$ cat config.mk
export PLATFORM = sky130hd
export DESIGN_NAME = sccb_init_arb
export DESIGN_NICKNAME = d
export VERILOG_FILES = /design/src/rtl/sccb_init_arb.sv
export SDC_FILE = /design/constraint.sdc
export NUM_CORES = 1
export LEC_CHECK = 0
export CAP_MARGIN = 20
export CORE_AREA = 2 2 80 82
export DETAILED_ROUTE_END_ITERATION = 8
export DIE_AREA = 0 0 82 84
export GPL_TIMING_DRIVEN = 0
export PLACE_DENSITY = 0.79
export SLEW_MARGIN = 0
export SYNTH_ARGS = -nofsm -noshare
export SYNTH_HDL_FRONTEND = slang
export SYNTH_SLANG_ARGS = --single-unit
export TNS_END_PERCENT = 50
$ cat constraint.sdc
create_clock -name clk -period 2.45 [get_ports clk]
set_input_delay 0.735 -clock clk [delete_from_list [all_inputs] [get_ports clk]]
set_output_delay 0.735 -clock clk [all_outputs]
set_load 0.05 [all_outputs]
$ cat src/rtl/sccb_init_arb.sv
// SCCB boot sequencer: writes a register table, then grants the master to the host.
// Optional read-back verify compiled in with SCCB_INIT_VERIFY_EN.
module sccb_init_arb #(
  parameter int NUM_REGS    = 16,
  parameter int IDX_W       = 8,
  parameter int WAIT_CYCLES = 1000
) (
  input  logic             clk,
  input  logic             rst_n,
  input  logic             reinit,
  output logic [IDX_W-1:0] tbl_idx,
  input  logic [7:0]       tbl_addr,
  input  logic [7:0]       tbl_data,
  input  logic             h_read_request,
  input  logic             h_write_request,
  input  logic [7:0]       h_addr,
  input  logic [7:0]       h_write_data,
  output logic             h_request_ack,
  output logic             h_done,
  output logic [7:0]       h_read_data,
  output logic             read_request,
  output logic             write_request,
  output logic [7:0]       sccb_addr,
  output logic [7:0]       write_data,
  input  logic             request_ack,
  input  logic             done,
  input  logic [7:0]       read_data,
  output logic             init_busy,
  output logic             init_done,
  output logic             init_err
);

  typedef enum logic [3:0] {
    S_WAIT,
    S_IREQ,
    S_IACK,
    S_IDONE,
`ifdef SCCB_INIT_VERIFY_EN
    S_VREQ,
    S_VACK,
    S_VDONE,
`endif
    S_HOST,
    S_HBUSY
  } state_t;

  state_t      state;
  logic [15:0] cnt;
  logic [7:0]  addr_q;
  logic [7:0]  wdata_q;
  logic        wr_q;
  logic        rd_q;
  logic        done_q;
  logic        pend;
  logic        done_rise;
  logic        last;
  logic        in_host;
  logic        grant;

  assign done_rise = done & ~done_q;
  assign last      = (tbl_idx == IDX_W'(NUM_REGS - 1));
  assign in_host   = (state == S_HOST) || (state == S_HBUSY);
  // a reinit in HOST must not leak a host request onto the bus
  assign grant     = ((state == S_HOST) && !reinit) ||
                     (state == S_HBUSY);

  assign read_request  = grant ? h_read_request  : rd_q;
  assign write_request = grant ? h_write_request : wr_q;
  assign sccb_addr     = grant ? h_addr          : addr_q;
  assign write_data    = grant ? h_write_data    : wdata_q;
  assign h_request_ack = grant & request_ack;
  assign h_done        = in_host & done;
  assign h_read_data   = in_host ? read_data : 8'h00;

`ifndef SCCB_INIT_VERIFY_EN
  assign init_err = 1'b0;
`endif

  always_ff @(posedge clk or negedge rst_n) begin
    if (!rst_n) begin
      state     <= S_WAIT;
      cnt       <= '0;
      tbl_idx   <= '0;
      addr_q    <= '0;
      wdata_q   <= '0;
      wr_q      <= 1'b0;
      rd_q      <= 1'b0;
      done_q    <= 1'b0;
      pend      <= 1'b0;
      init_busy <= 1'b1;
      init_done <= 1'b0;
`ifdef SCCB_INIT_VERIFY_EN
      init_err  <= 1'b0;
`endif
    end else begin
      done_q <= done;
      unique case (state)
        S_WAIT: begin
          if (cnt == 16'(WAIT_CYCLES - 1)) state <= S_IREQ;
          else cnt <= cnt + 16'd1;
        end
        S_IREQ: begin
          addr_q  <= tbl_addr;
          wdata_q <= tbl_data;
          wr_q    <= 1'b1;
          state   <= S_IACK;
        end
        S_IACK: begin
          if (request_ack) begin
            wr_q  <= 1'b0;
            state <= S_IDONE;
          end
        end
        S_IDONE: begin
          if (done_rise) begin
`ifdef SCCB_INIT_VERIFY_EN
            state <= S_VREQ;
`else
            if (last) begin
              state     <= S_HOST;
              init_done <= 1'b1;
              init_busy <= 1'b0;
            end else begin
              tbl_idx <= tbl_idx + 1'b1;
              state   <= S_IREQ;
            end
`endif
          end
        end
`ifdef SCCB_INIT_VERIFY_EN
        S_VREQ: begin
          rd_q  <= 1'b1;
          state <= S_VACK;
        end
        S_VACK: begin
          if (request_ack) begin
            rd_q  <= 1'b0;
            state <= S_VDONE;
          end
        end
        S_VDONE: begin
          if (done_rise) begin
            if (read_data != tbl_data) init_err <= 1'b1;
            if (last) begin
              state     <= S_HOST;
              init_done <= 1'b1;
              init_busy <= 1'b0;
            end else begin
              tbl_idx <= tbl_idx + 1'b1;
              state   <= S_IREQ;
            end
          end
        end
`endif
        S_HOST: begin
          if (reinit) begin
            state     <= S_WAIT;
            cnt       <= '0;
            tbl_idx   <= '0;
            init_done <= 1'b0;
            init_busy <= 1'b1;
          end else if (request_ack) begin
            state <= S_HBUSY;
          end
        end
        S_HBUSY: begin
          if (reinit) pend <= 1'b1;
          if (done_rise) begin
            if (pend || reinit) begin
              state     <= S_WAIT;
              cnt       <= '0;
              tbl_idx   <= '0;
              init_done <= 1'b0;
              init_busy <= 1'b1;
              pend      <= 1'b0;
            end else begin
              state <= S_HOST;
            end
          end
        end
        default: state <= S_WAIT;
      endcase
    end
  end

endmodule

* Yosys cells after proc, flatten, opt, wreduce, memory -nomap -nowiden
Cells that the tools add are included.
** Word-level totals
- Register bits after elaboration :: 49
- Bits of input ports :: 47
- Output and inout port bits :: 39
- Word-level logic and storage cells :: 89
** Operators by class
- $add $sub $neg :: 2
- Eq/ne operators :: 17
- Mux-type cells :: 42
- Bitwise operators :: 4
- Reductions and logical operators :: 14
** Operators with widths (count)
- $mux 16 :: 4
- $mux 8 :: 8
- $pmux 16 s3 :: 1
- $mux 4 :: 6
- $pmux 4 s6 :: 1
- $pmux 8 s3 :: 1
- $add 16x1->16 const B :: 1
- $eq 16x10->1 const B :: 1
- $mux 1 :: 16
- $ne 2x2->1 const B :: 8
- $reduce_and 6->1 :: 2
- $reduce_and 5->1 :: 2
- $add 8x1->8 const B :: 1
- $eq 4x2->1 const B :: 2
- $eq 4x3->1 const B :: 2
- $eq 8x4->1 const B :: 1
- $mux 3 :: 2
- $pmux 1 s3 :: 2
- $reduce_bool 3->1 :: 2
- $eq 4x1->1 const B :: 1
- $logic_not 4->1 :: 1
- $and 1x1->1 :: 3
- $logic_or 1x1->1 :: 3
- $ne 3x3->1 const B :: 1
- other kinds (7) :: 7

* Longest topological paths before layout
Gate-level depths: netlist of the first run.
- Depth in word-level cells :: 4
- Depth in mapped cells :: 7

* Least setup slack after synthesis of the first run
No wires, ideal clock.
- Kind :: input to output
- Start point :: input port reinit
- End point :: output port h_request_ack
- Arrival time :: 1894 ps
- Slack :: -179 ps
- Stages on the path :: 4
- Path through :: a21o_1 > buf_2 > buf_2 > nor2_1
** Between the ends
- Word-level cells in the longest chain between the ends :: 4
** RTL lines
- from (decl) :: RTL line 10 : input logic reinit,
- $logic_not 1->1 :: RTL line 64 : assign grant = ((state == S_HOST) && !reinit) ||
- $logic_and 1x1->1 :: RTL line 64
- $logic_or 1x1->1 :: RTL line 64
- $and 1x1->1 :: RTL line 71 : assign h_request_ack = grant & request_ack;
- to (decl) :: RTL line 18 : output logic h_request_ack,
No other way between the ends.

* Final worst setup path of the first run
- Start point :: register state[1]
- End point :: output port sccb_addr[1]
** Between the ends
- Word-level cells in the longest chain between the ends :: 4
** RTL lines
- from (decl) :: RTL line 47 : state_t state;
- from (signal assigned) :: RTL line 81 : state <= S_WAIT;
- from (signal assigned) :: RTL line 99 : if (cnt == 16'(WAIT_CYCLES - 1)) state <= S_IREQ;
- from (signal assigned) :: RTL line 106 : state <= S_IACK;
- $eq 4x3->1 :: RTL line 64
- $logic_and 1x1->1 :: RTL line 64
- $logic_or 1x1->1 (*) :: RTL line 64
- $mux 8 (*) :: RTL line 69 : assign sccb_addr = grant ? h_addr : addr_q;
- to (decl) :: RTL line 23 : output logic [7:0] sccb_addr,
Every way passes the cells marked *; elsewhere a longest branch is shown, timed or not.

==> flow_summary.json, run 1 <==
{
  "clk_pin_slew_ns": 0.09,
  "drt-wirelength-per-cell_um": 16.3,
  "fmax_mhz": 387,
  "std_cell_rows": 29,
  "drive_above_1_share": 0.286,
  "status": "complete, but fails checks",
  "syn2layout_area_growth_pct": 44.4,
  "cts.sinks": 48,
  "p_leak_nw": 1.71,
  "htreeDepth": 2,
  "dr.pass1.iters": 4,
  "grt_pass1_vias": 2577,
  "cap_violations": 0,
  "path_common_cell": "buf_6",
  "dieArea_mm2": 0.00689,
  "synth_seq_area_share": 0.433,
  "cp_slowest_cell": "dfrtp_1",
  "dp_slack_ns": -1.33,
  "numCtsBuffers": 5,
  "period_needed_ns": 2.59,
  "synth_edf_count": 0,
  "clock_latency_ns": 0.31,
  "hold_viol": 0,
  "fin_cells": 451,
  "ctsLongestPathBuffers": 2,
  "viasPerCell": 5.81,
  "pwr_density_cell_mw_per_mm2": 1190,
  "violations": "setup timing",
  "place_area_mm2": 0.00373,
  "dp.cells": 434,
  "drtAntennaViolNets": 0,
  "yosysUniqueCellTypes": 57,
  "tightestPinTransition_ns": 0.697,
  "hold_buffers": 0,
  "synth_xor_area_frac": 0,
  "fin_ws_ns": -0.137,
  "arrival_ns": 1.85,
  "dr_total_vias": 2621,
  "startpoint_type": "register",
  "final_area_mm2": 0.00401,
  "die_w_um": 82,
  "drc": 0,
  "routed_wl_um": 7340,
  "start_util": 0.456,
  "ir_worst_vdd_mv": 0.771,
  "post_synth_and_or_nand_nor_area_fraction": 0.200,
  "slew_headroom": 0.533,
  "synth_fa_ha_area_frac": 0.00900,
  "syn-cell-area_mm2": 0.00278,
  "antennaDiodeCount": 0,
  "synthFlopType": "dfrtp_1",
  "worst-path-buf-inv": 4,
  "die_h_um": 84,
  "grt_antenna_before_repair": 0,
  "cts_root_buf": "clkbuf_8",
  "coreArea_mm2": 0.00610,
  "syn_inst": 273,
  "cts_tree": "yes",
  "grt_overflow": 0,
  "portBuffers": 83,
  "syn_area_per_cell_um2": 10.2,
  "grt_max_degree": 29,
  "synth_nets": 322,
  "ys_warn_count": 1,
  "layout.nets": 422,
  "worstPathRequired_ns": 1.71,
  "cp-end-kind": "output port",
  "track_usage": 0.220,
  "crit_chain": "buf_6 -> nand2b_4 -> a21o_1 -> buf_6 -> buf_12 -> mux2_4 -> buf_8",
  "synth_top_family_by_area": "simple AND/OR/NAND/NOR gates",
  "crit_family": "buffers and inverters",
  "crit_fanout": 6,
  "fin_crit_sh": 1.06,
  "setup_violations": 17,
  "hp-class": "input pin to async pin",
  "muxShareOfSynthArea": 0.145,
  "io_pins": 86,
  "dp_hpwl_um": 5220,
  "grt_pass1_wl_um": 12000,
  "place_congestion": 0.840,
  "drtIter0Drc": 203,
  "finalMaxSlewViolations": 0,
  "rsz0062_at_grt": "yes",
  "worst_clock_skew_ns": 0.00715,
  "max_stage_delay_ns": 0.40,
  "synth-compound-area-share": 0.171,
  "asyncSetResetFlopFracSynth": 1.00,
  "reg2reg_setup_slack_ns": 0.36,
  "synth_seq_cells": 48,
  "criticalPathCategory": "register to output port"
}
## registers in the layout, indices dropped and copies added (netlist names)
register   count
tbl_idx        8
state          3
wr_q           1
done_q         1
cnt           16
addr_q         8
init_busy      1
init_done      1
pend           1
wdata_q        8
## Yosys cell counts, drive strengths merged (6+ instances only)
cell type | n | area [um^2]
mux2 | 34 | 383
or4 | 6 | 45.0
a31oi | 11 | 68.8
nand4 | 9 | 68.8
buf | 12 | 65.1
dfrtp | 47 | 1180
and2 | 9 | 56.3
nand2 | 16 | 60.1
o21ai | 13 | 65.1
a21oi | 10 | 50.1
nand3 | 9 | 50.1
inv | 9 | 33.8
nor2 | 10 | 37.5
## placed cells by master (no fill, tap or decap), types with 10 or more instances in the layout
master	instances
nand2_1	16
dfrtp_1	47
a21oi_1	10
a31oi_1	11
mux2_2	31
buf_4	16
clkdlybuf4s50_1	54
buf_6	22
## report_power, final
part           internal, mW  total (mW)  leakage, nW  switching, mW
clock                 0.302       0.585       0.0541          0.282
sequential             1.14        1.47        0.562          0.335
combinational          1.17        2.70         1.09           1.54
## worst reg2reg max path, stage by stage, from the launching register on
cell	delay, ns
dfrtp_1	0.40
buf_6	0.12
buf_4	0.12
buf_4	0.16
nor3_2	0.47
buf_2	0.35
mux2_2	0.37
## kinds of logic after synthesis
| logic type | count (synthesis) |
|---|---|
| and+or+nand+nor | 92 |
| AOI/OAI and AO/OA | 69 |
| DFF | 48 |
| muxes | 36 |
| buffers and inverters | 25 |
| adders and majority gates | 2 |
| other | 1 |
## routing by layer
layer  routed length, um  global-route usage
met1                3010               0.283
met2                3830               0.370
met3                 390              0.0444
met4                 105              0.0591
met5                   0                   0
## metrics by stage
stage	util	hold WS [ns]	setup TNS, ns	power [mW]
4_1_cts	0.644	0.485	-1.59	4.73
6_report	0.658	0.460	-1.80	4.76
3_5_place_dp	0.612	0.485	-26.90	4.00
3_3_place_gp	0.608	0.474	-63.16	3.93
5_1_grt	0.658	0.511	-3.58	5.03
2_1_floorplan	-	0.439	0	3.25
## path summary, 6_finish.rpt
check                           startpoint      endpoint  cells after the start
worst min register to register   init_done     init_done                      1
min in group clk                 init_done     init_done                      1
max in group asynchronous            rst_n          wr_q                      2
worst max-delay path              state[1]  sccb_addr[1]                      7
worst min-delay path                 rst_n    tbl_idx[7]                      1
worst max register to register    state[1]     addr_q[0]                      6
## layout make-up
| class | instances | area [um^2] |
|---|---|---|
| buffer | 16 | 119 |
| inverter | 9 | 36.3 |
| fill | 491 | 2080 |
| timing repair buffer | 93 | 968 |
| multi-input combinational | 200 | 1480 |
| sequential | 48 | 1200 |
| clock inverter | 3 | 42.5 |
| tap | 77 | 96.3 |
| clock buffer | 5 | 68.8 |
## timing repair
action | 4_1_cts | 5_1_grt
buffers inserted | 3 | 5
setup endpoints to repair | 27 | 28
cloned | 0 | 1
resized for setup | 201 | 6
Note: power is estimated with default switching activity, not from simulation.
==> inputs of run 2 (changes only) <==
--- a/config.mk
+++ b/config.mk
@@ -6,11 +6,12 @@
 export NUM_CORES = 1
 export LEC_CHECK = 0
 export CAP_MARGIN = 20
-export CORE_AREA = 2 2 80 82
+export CORE_AREA = 2 2 66 100
 export DETAILED_ROUTE_END_ITERATION = 8
-export DIE_AREA = 0 0 82 84
+export DIE_AREA = 0 0 68 102
 export GPL_TIMING_DRIVEN = 0
 export PLACE_DENSITY = 0.79
+export SETUP_SLACK_MARGIN = 0.5
 export SLEW_MARGIN = 0
 export SYNTH_ARGS = -nofsm -noshare
 export SYNTH_HDL_FRONTEND = slang
==> run 2 against run 1 <==
Effect of this change: the flow still finishes with violations (setup timing); first-iteration DRC count shrank 11%; clock skew rose by 0.00093 ns; fmax is 3.2% lower; design area up 8.0%; wire length is 13% higher; register-to-register slack about the same.
==> flow_summary.json, run 2 (synthesized netlist as in run 1, its figures left out) <==
{
  "dp_hpwl_um": 5480,
  "status": "complete, but fails checks",
  "power_switching_share": 0.453,
  "cp-end-kind": "output port",
  "setup_violations": 18,
  "finalPower_mw": 5.06,
  "htreeDepth": 2,
  "io_pins": 86,
  "pwr_density_cell_mw_per_mm2": 1170,
  "cts_root_buf": "clkbuf_8",
  "antennaDiodeCount": 0,
  "grt_pass1_wl_um": 12800,
  "syn2layout_area_growth_pct": 56.0,
  "worst_clock_skew_ns": 0.00808,
  "cts_tree": "yes",
  "die_h_um": 102,
  "hp-class": "input pin to async pin",
  "drtIter0Drc": 180,
  "dp.cells": 431,
  "violations": "setup timing",
  "largest_reg_flops": 16,
  "worstPathRequired_ns": 1.71,
  "rsz0062_at_grt": "yes",
  "grt_pass1_vias": 2718,
  "ir_worst_vdd_mv": 0.657,
  "hold_viol": 0,
  "drive_above_1_share": 0.405,
  "drt-wirelength-per-cell_um": 18.2,
  "fmax_mhz": 374,
  "clock_latency_ns": 0.31,
  "cap_violations": 0,
  "hold_buffers": 0,
  "criticalPathCategory": "register to output port",
  "pwr-share-clk": 0.116,
  "p_int_mw": 2.77,
  "clk_pin_slew_ns": 0.09,
  "dieArea_mm2": 0.00694,
  "power_switching_mw": 2.29,
  "std_cell_rows": 35,
  "seq_power_share": 0.302,
  "numCtsBuffers": 5,
  "drc": 0,
  "fin_cells": 459,
  "dr_total_vias": 2719,
  "coreArea_mm2": 0.00604,
  "most-common-layout-cells": "dfrtp_1, clkdlybuf4s50_1, mux2_2, buf_6, buf_4",
  "finalMaxSlewViolations": 0,
  "slew_headroom": 0.650,
  "die_w_um": 68,
  "startpoint_type": "register",
  "p_leak_nw": 1.88,
  "portBuffers": 83,
  "routed_wl_um": 8330,
  "crit_fanout": 5,
  "fin_crit_sh": 1.09,
  "start_util": 0.460,
  "grt_max_degree": 31,
  "dp_slack_ns": -1.06,
  "place_congestion": 0.917,
  "period_needed_ns": 2.67,
  "ctsLongestPathBuffers": 2,
  "viasPerCell": 5.92,
  "dr.pass1.iters": 5,
  "track_usage": 0.240,
  "grt_overflow": 0,
  "arrival_ns": 1.94,
  "layout.nets": 433,
  "tightestPinTransition_ns": 0.522,
  "grt_antenna_before_repair": 0,
  "cts.sinks": 48,
  "largest-register": "cnt",
  "p_comb_frac": 0.582,
  "fin_ws_ns": -0.223,
  "drtAntennaViolNets": 0
}
[run 2: changes by cell type in the layout (fill, tap and decap cells not counted), moves of 5 or more]
cell | previous run | this run
clkdlybuf4s50_1 | 54 | 42
dfrtp_2 | 0 | 5
clkdlybuf4s15_2 | 0 | 8
and2_1 | 9 | 0
buf_8 | 2 | 14
dfrtp_1 | 47 | 42
and2_4 | 0 | 9
mux2_2 | 31 | 23
mux2_4 | 2 | 10
[run 2: metrics by stage]
| step | hold WS [ns] | cell area [um^2] | util | TNS, ns |
|---|---|---|---|---|
| after CTS | 0.391 | 4110 | 0.679 | -2.28 |
| after global placement | 0.461 | 3760 | 0.623 | -59.04 |
| after global routing | 0.405 | 4330 | 0.717 | -4.20 |
| final | 0.372 | 4330 | 0.717 | -3.55 |
| after floorplan | 0.439 | 2840 | - | 0 |
| after detailed placement | 0.465 | 3780 | 0.625 | -23.89 |
[run 2: cell type report]
type / count / area (um^2)
flip-flops and latches: 48 / 1210
repair buffers: 104 / 1110
fillers: 421 / 1710
well taps: 74 / 92.6
multi-input cells: 200 / 1630
clock buffers: 5 / 68.8
inverters: 9 / 36.3
plain buffers: 16 / 144
clock inverters: 3 / 42.5
[run 2: repair_timing]
| action | CTS | global route |
|---|---|---|
| setup buffers | 6 | 10 |
| cloned | 3 | 1 |
| pin swaps | 5 | 9 |
| setup endpoints to repair | 71 | 62 |
| gates resized for setup | 251 | 52 |
[run 2: power by group through the flow]
stage | Combinational (mW) | Clock, mW | Sequential [mW]
global placement | 2.52 | 0 | 1.47
floorplan | 1.72 | 0 | 1.59
global route | 3.13 | 0.626 | 1.58
CTS | 2.75 | 0.588 | 1.48
detailed placement | 2.58 | 0 | 1.48
finish | 2.95 | 0.587 | 1.53
[run 2: critical path, stage by stage (launching register included)]
cell and delay (ns):
dfrtp_1 0.43, buf_6 0.14, nand2b_4 0.14, a21o_1 0.19
buf_6 0.15, buf_12 0.13, mux2_4 0.30, buf_8 0.15
[run 2: metal layers]
layer | track usage | part of all wire | vias to the layer above
met5 | 0 | 0 | -
li1 | - | - | 1258
met2 | 0.434 | 0.57 | 89
met1 | 0.285 | 0.35 | 1346
met3 | 0.0374 | 0.044 | 26
met4 | 0.0754 | 0.033 | 0
[run 2: path summary, 6_finish.rpt]
path	start	endpoint	slack (ns)	cells past startpoint
hold / removal	rst_n	tbl_idx[1]	0.37	1
max in group asynchronous	rst_n	init_busy	1.50	2
setup reg to reg	state[1]	state[2]	0.37	6
hold reg to reg	init_done	init_done	0.48	1
setup / recovery	state[1]	write_data[5]	-0.22	7
min in group clk	init_done	init_done	0.48	1
==> patch 1, RTL diff (config.mk and constraints of run 1) <==
Build with the macro `SCCB_INIT_VERIFY_EN` defined.
--- a/src/rtl/sccb_init_arb.sv
+++ b/src/rtl/sccb_init_arb.sv
@@ -2,2 +2,4 @@
 // Optional read-back verify compiled in with SCCB_INIT_VERIFY_EN.
+`define SCCB_INIT_VERIFY_EN
+
 module sccb_init_arb #(
Formal check against the unedited RTL: no difference found for any inputs over 10 cycles, from zero or initial values and one cycle with rst_n low; that may be too few to reach the edited logic, so the function may still have changed.
==> patch 1 against run 1 <==
The flow still finishes with violations (setup timing); worst setup slack worse by 0.25 ns; total power increased by 29%; clock power down 21%; wire length is 14% higher; area after synthesis up 8.1%; hold slack lost 0.12 ns; sequential cell count up 3; design area up 12%; die area unchanged; global-route usage is 2.6 points higher; via count up 8.7%; register-to-register slack lost 0.27 ns; largest power group unchanged.
==> patch 1: results (changes against run 1) <==
| Metric | Value |
|---|---|
| Syn nets | 345 (+7.1%) |
| Clk_skew | 0.00979 ns (+0.00264 ns) |
| Setup WS pre-CTS | -1.37 ns (-0.0442 ns) |
| Synth area leaders | dfrtp_1 (42%), mux2_2 (7.5%), mux2_1 (6.7%) |
| WHS | 0.339 ns (-0.121 ns) |
| Routed WL per cell | 17.3 um (+6.3%) |
| Post-Place Cells | 459 (+5.8%) |
| Setup TNS | -8.32 ns (-6.53 ns) |
| Worst EP arrival | 2.10 ns (+0.25 ns) |
| Met3 Usage GRT | 0.0736 (+0.0292) |
| Met1 GRT Util | 0.324 (+0.0404) |
| # setup viols final | 28 (+11) |
| Placed instance area | 4050 um^2 (+8.4%) |
| Violated checks | setup timing |
| Met2 usage | 0.395 (+0.0244) |
| Critical Path Start | state[0]$_DFFE_PN0P_ |
| Gate Count Post-Synth | 296 (+8.4%) |
| Post_cts resized | 242 (+20%) |
| Seq/Total Area, Yosys | 0.425 (-0.00763) |
| Ys Warns | 0 (-1) |
| First-iteration detailed-routing DRC count | 206 (+1.5%) |
| Routed wl met3 | 670 um (+72%) |
| Maximum vdd drop | 0.00115 V (+50%) |
| Post-route setup slack | -0.389 ns (-0.252 ns) |
| Layout cell share with drive strength beyond 1 | 0.323 (+0.0366) |
| Status | finished with violations |
| Reg2reg end | tbl_idx[5]$_DFFE_PN0P_ |
| First-pass GRT wire length | 13200 um (+10%) |
| GP Congestion | 0.799 (-4.9%) |
| Synth top cells by count | dfrtp_1 (50), mux2_2 (20), a21oi_1 (19), nand2_1 (19), mux2_1 (18) |
| Total setup buffers inserted after CTS | 15 (+12) |
| Max-slew headroom | 0.593 (+0.0593) |
==> patch 1: cell count changes after synthesis, moves of 5 or more <==
cell      delta
mux2_2      -13
buf_2        -7
a21oi_1      +9
xnor2_1      +8
clkbuf_1     +7
or4_1        -5
mux2_1      +17
o21ai_1      +5
inv_1        -5
nor2_1       +6
==> patch 1: logic make-up after synthesis <==
logic type,Yosys count,synth area share
simple gates,97,0.188
buf+inv,21,0.0350
mux,38,0.142
compound gates,78,0.175
fa+ha+maj,2,0.00833
flops,51,0.425
xor+xnor,9,0.0262
==> patch 1: layout make-up <==
cell class              instances  area, um^2  area share
inverters                       3        11.3     0.00250
multi-input cells             224        1790       0.397
repair buffers                106        1150       0.255
flip-flops and latches         51        1280       0.284
plain buffers                  16         110      0.0244
clock buffers                   6        72.6      0.0161
well taps                      77        96.3      0.0214
==> patch 1: power breakdown <==
part           total, uW  leakage, uW  switching [uW]  internal [uW]
combinational       4110      0.00125            2270           1840
clock                463    0.0000371             272            192
sequential          1550     0.000630             342           1210
==> patch 2, RTL diff (settings of run 1) <==
Without the edit above. Re-encode `state_t` (6 states) as Gray code, 3 bits wide.
--- a/src/rtl/sccb_init_arb.sv
+++ b/src/rtl/sccb_init_arb.sv
@@ -32,7 +32,7 @@
 
-  typedef enum logic [3:0] {
-    S_WAIT,
-    S_IREQ,
-    S_IACK,
-    S_IDONE,
+  typedef enum logic [2:0] {
+    S_WAIT  = 3'b000,
+    S_IREQ  = 3'b001,
+    S_IACK  = 3'b011,
+    S_IDONE = 3'b010,
 `ifdef SCCB_INIT_VERIFY_EN
@@ -42,4 +42,4 @@
 `endif
-    S_HOST,
-    S_HBUSY
+    S_HOST  = 3'b110,
+    S_HBUSY = 3'b111
   } state_t;
Formal check against the unedited RTL: same outputs for any inputs over 10 cycles, from zero or initial values and one cycle with rst_n low; not proved beyond that.
==> patch 2 against run 1 <==
The run still ends with setup timing left; worst setup slack gained 0.090 ns; synthesized cell count is 1.5% lower; global-route usage rose by 0.72 points; fmax rose by 3.6%; area after synthesis fell by 3.1%; total power fell by 8.9%; via count shrank 4.2%; sequential cell count stayed put; clock skew is 0.00061 ns higher; design area hardly changed; register-to-register slack got worse by 0.12 ns; final cell count down 0.44%; non-clock buffer count unchanged; wire length is 1.5% lower; critical path type unchanged.
==> patch 2: results (changes against run 1) <==
| Metric | Value |
|---|---|
| Status | finished with violations |
| Violated checks | setup timing |
| Syn nets | 318 (-1.2%) |
| First-iteration detailed-routing DRC count | 251 (+24%) |
| Layout cell share with drive strength beyond 1 | 0.280 (-0.00653) |
| Routed WL per cell | 16.1 um (-1.0%) |
| Net Sw Frac | 0.430 (-0.0225) |
| GR Util All Layers | 0.227 (+0.00715) |
| Worst-Margin Slew | 0.627 ns (-0.0701 ns) |
| Final HPWL DP | 5100 um (-2.3%) |
| # setup viols final | 11 (-6) |
| GP Congestion | 0.870 (+3.5%) |
| Met1 GRT Util | 0.276 (-0.00702) |
| Placed instance area | 3650 um^2 (-2.3%) |
| Vias per cell | 5.59 (-3.8%) |
| WHS | 0.422 ns (-0.0377 ns) |
| Crit Path Max Fanout | 8 (+2) |
| Vias in the first global route | 2669 (+3.6%) |
| Synth top cells by count | dfrtp_1 (47), mux2_2 (33), nand2_1 (24) |
| Clk_skew | 0.00775 ns (+0.000606 ns) |
| Nets | 420 (-0.47%) |
| Synth area leaders | dfrtp_1 (44%), mux2_2 (14%), and3_1 (3.9%) |
| Leak Pwr | 0.00173 uW (+1.3%) |
| Worst EP arrival | 1.76 ns (-0.09 ns) |
| Largest net degree at the start of global routing | 26 (-10%) |
| Seq/Total Area, Yosys | 0.447 (+0.0139) |
| Post-route setup slack | -0.0467 ns (+0.0903 ns) |
| Max stage delay on crit path | 0.38 ns (-0.02 ns) |
==> patch 2: cell count changes after synthesis, sizes merged, moves of 5 or more <==
cell | run 1 | this run
and3 | 3 | 17
and2 | 9 | 3
inv | 9 | 4
buf | 12 | 7
nand2 | 16 | 24
o21ai | 13 | 20
==> patch 2: timing repair <==
action,4_1_cts,5_1_grt
pin swaps,2,0
setup buffers,9,2
resized for setup,175,24
endpoints found under the setup margin,28,37
cloned,1,0
endpoints found under the hold margin,0,0
==> patch 2: cell families after synthesis <==
logic type,after synthesis,share of synthesized area
flops,48,0.447
buf+inv,18,0.0335
other cells,1,0.00139
simple gates,100,0.203
fa+ha+maj,2,0.00929
xor+xnor,1,0.00325
mux,35,0.145
compound gates,64,0.158
==> patch 2: path summary, 6_finish.rpt <==
check                                         to  cells past startpoint             startpoint
max                                write_data[1]                      7   state[2]$_DFFE_PN0P_
min in group clk           addr_q[4]$_DFFE_PN0N_                      1  addr_q[4]$_DFFE_PN0N_
max in group asynchronous  init_busy$_DFFE_PN1P_                      2                  rst_n
min                           cnt[1]$_DFFE_PN0P_                      1                  rst_n
max reg2reg                  cnt[14]$_DFFE_PN0P_                      6   state[2]$_DFFE_PN0P_
min reg2reg                addr_q[4]$_DFFE_PN0N_                      1  addr_q[4]$_DFFE_PN0N_
==> patch 2: metal layers <==
metal  part of all wire  vias to the layer above  wire, um
met1               0.40                     1193      2890
li1                   -                     1205         -
met3              0.074                       13       533
met5                  0                        -         0
met2               0.51                      100      3690
met4              0.017                        0       125
==> patch 2: cell type report <==
cell class | count | area share
multi-input cells | 203 | 0.368
flip-flops and latches | 48 | 0.300
repair buffers | 96 | 0.249
clock buffers | 7 | 0.0240
well taps | 77 | 0.0240
plain buffers | 13 | 0.0237
clock inverters | 1 | 0.00749
inverters | 4 | 0.00374
==> patch 2: worst reg2reg max path, cell delays in order (launching register included) <==
cell     delay (ns)
dfrtp_1        0.40
buf_6          0.14
buf_4          0.16
nor3_1         0.54
nand2_1        0.27
or4_1          0.55
nand3_1        0.09
==> patch 2: stage by stage <==
step	utilization	std cells
after floorplan	-	269
after global placement	0.596	429
after detailed placement	0.598	430
after CTS	0.651	447
after global routing	0.658	449
final	0.658	449
==> patch 2: power by group through the flow <==
stage | clock, uW | sequential (uW) | combinational (uW)
3_3_place_gp | 0 | 1370 | 2060
3_5_place_dp | 0 | 1380 | 2100
5_1_grt | 669 | 1440 | 2450
6_report | 629 | 1400 | 2310
2_1_floorplan | 0 | 1450 | 1360
4_1_cts | 634 | 1390 | 2260
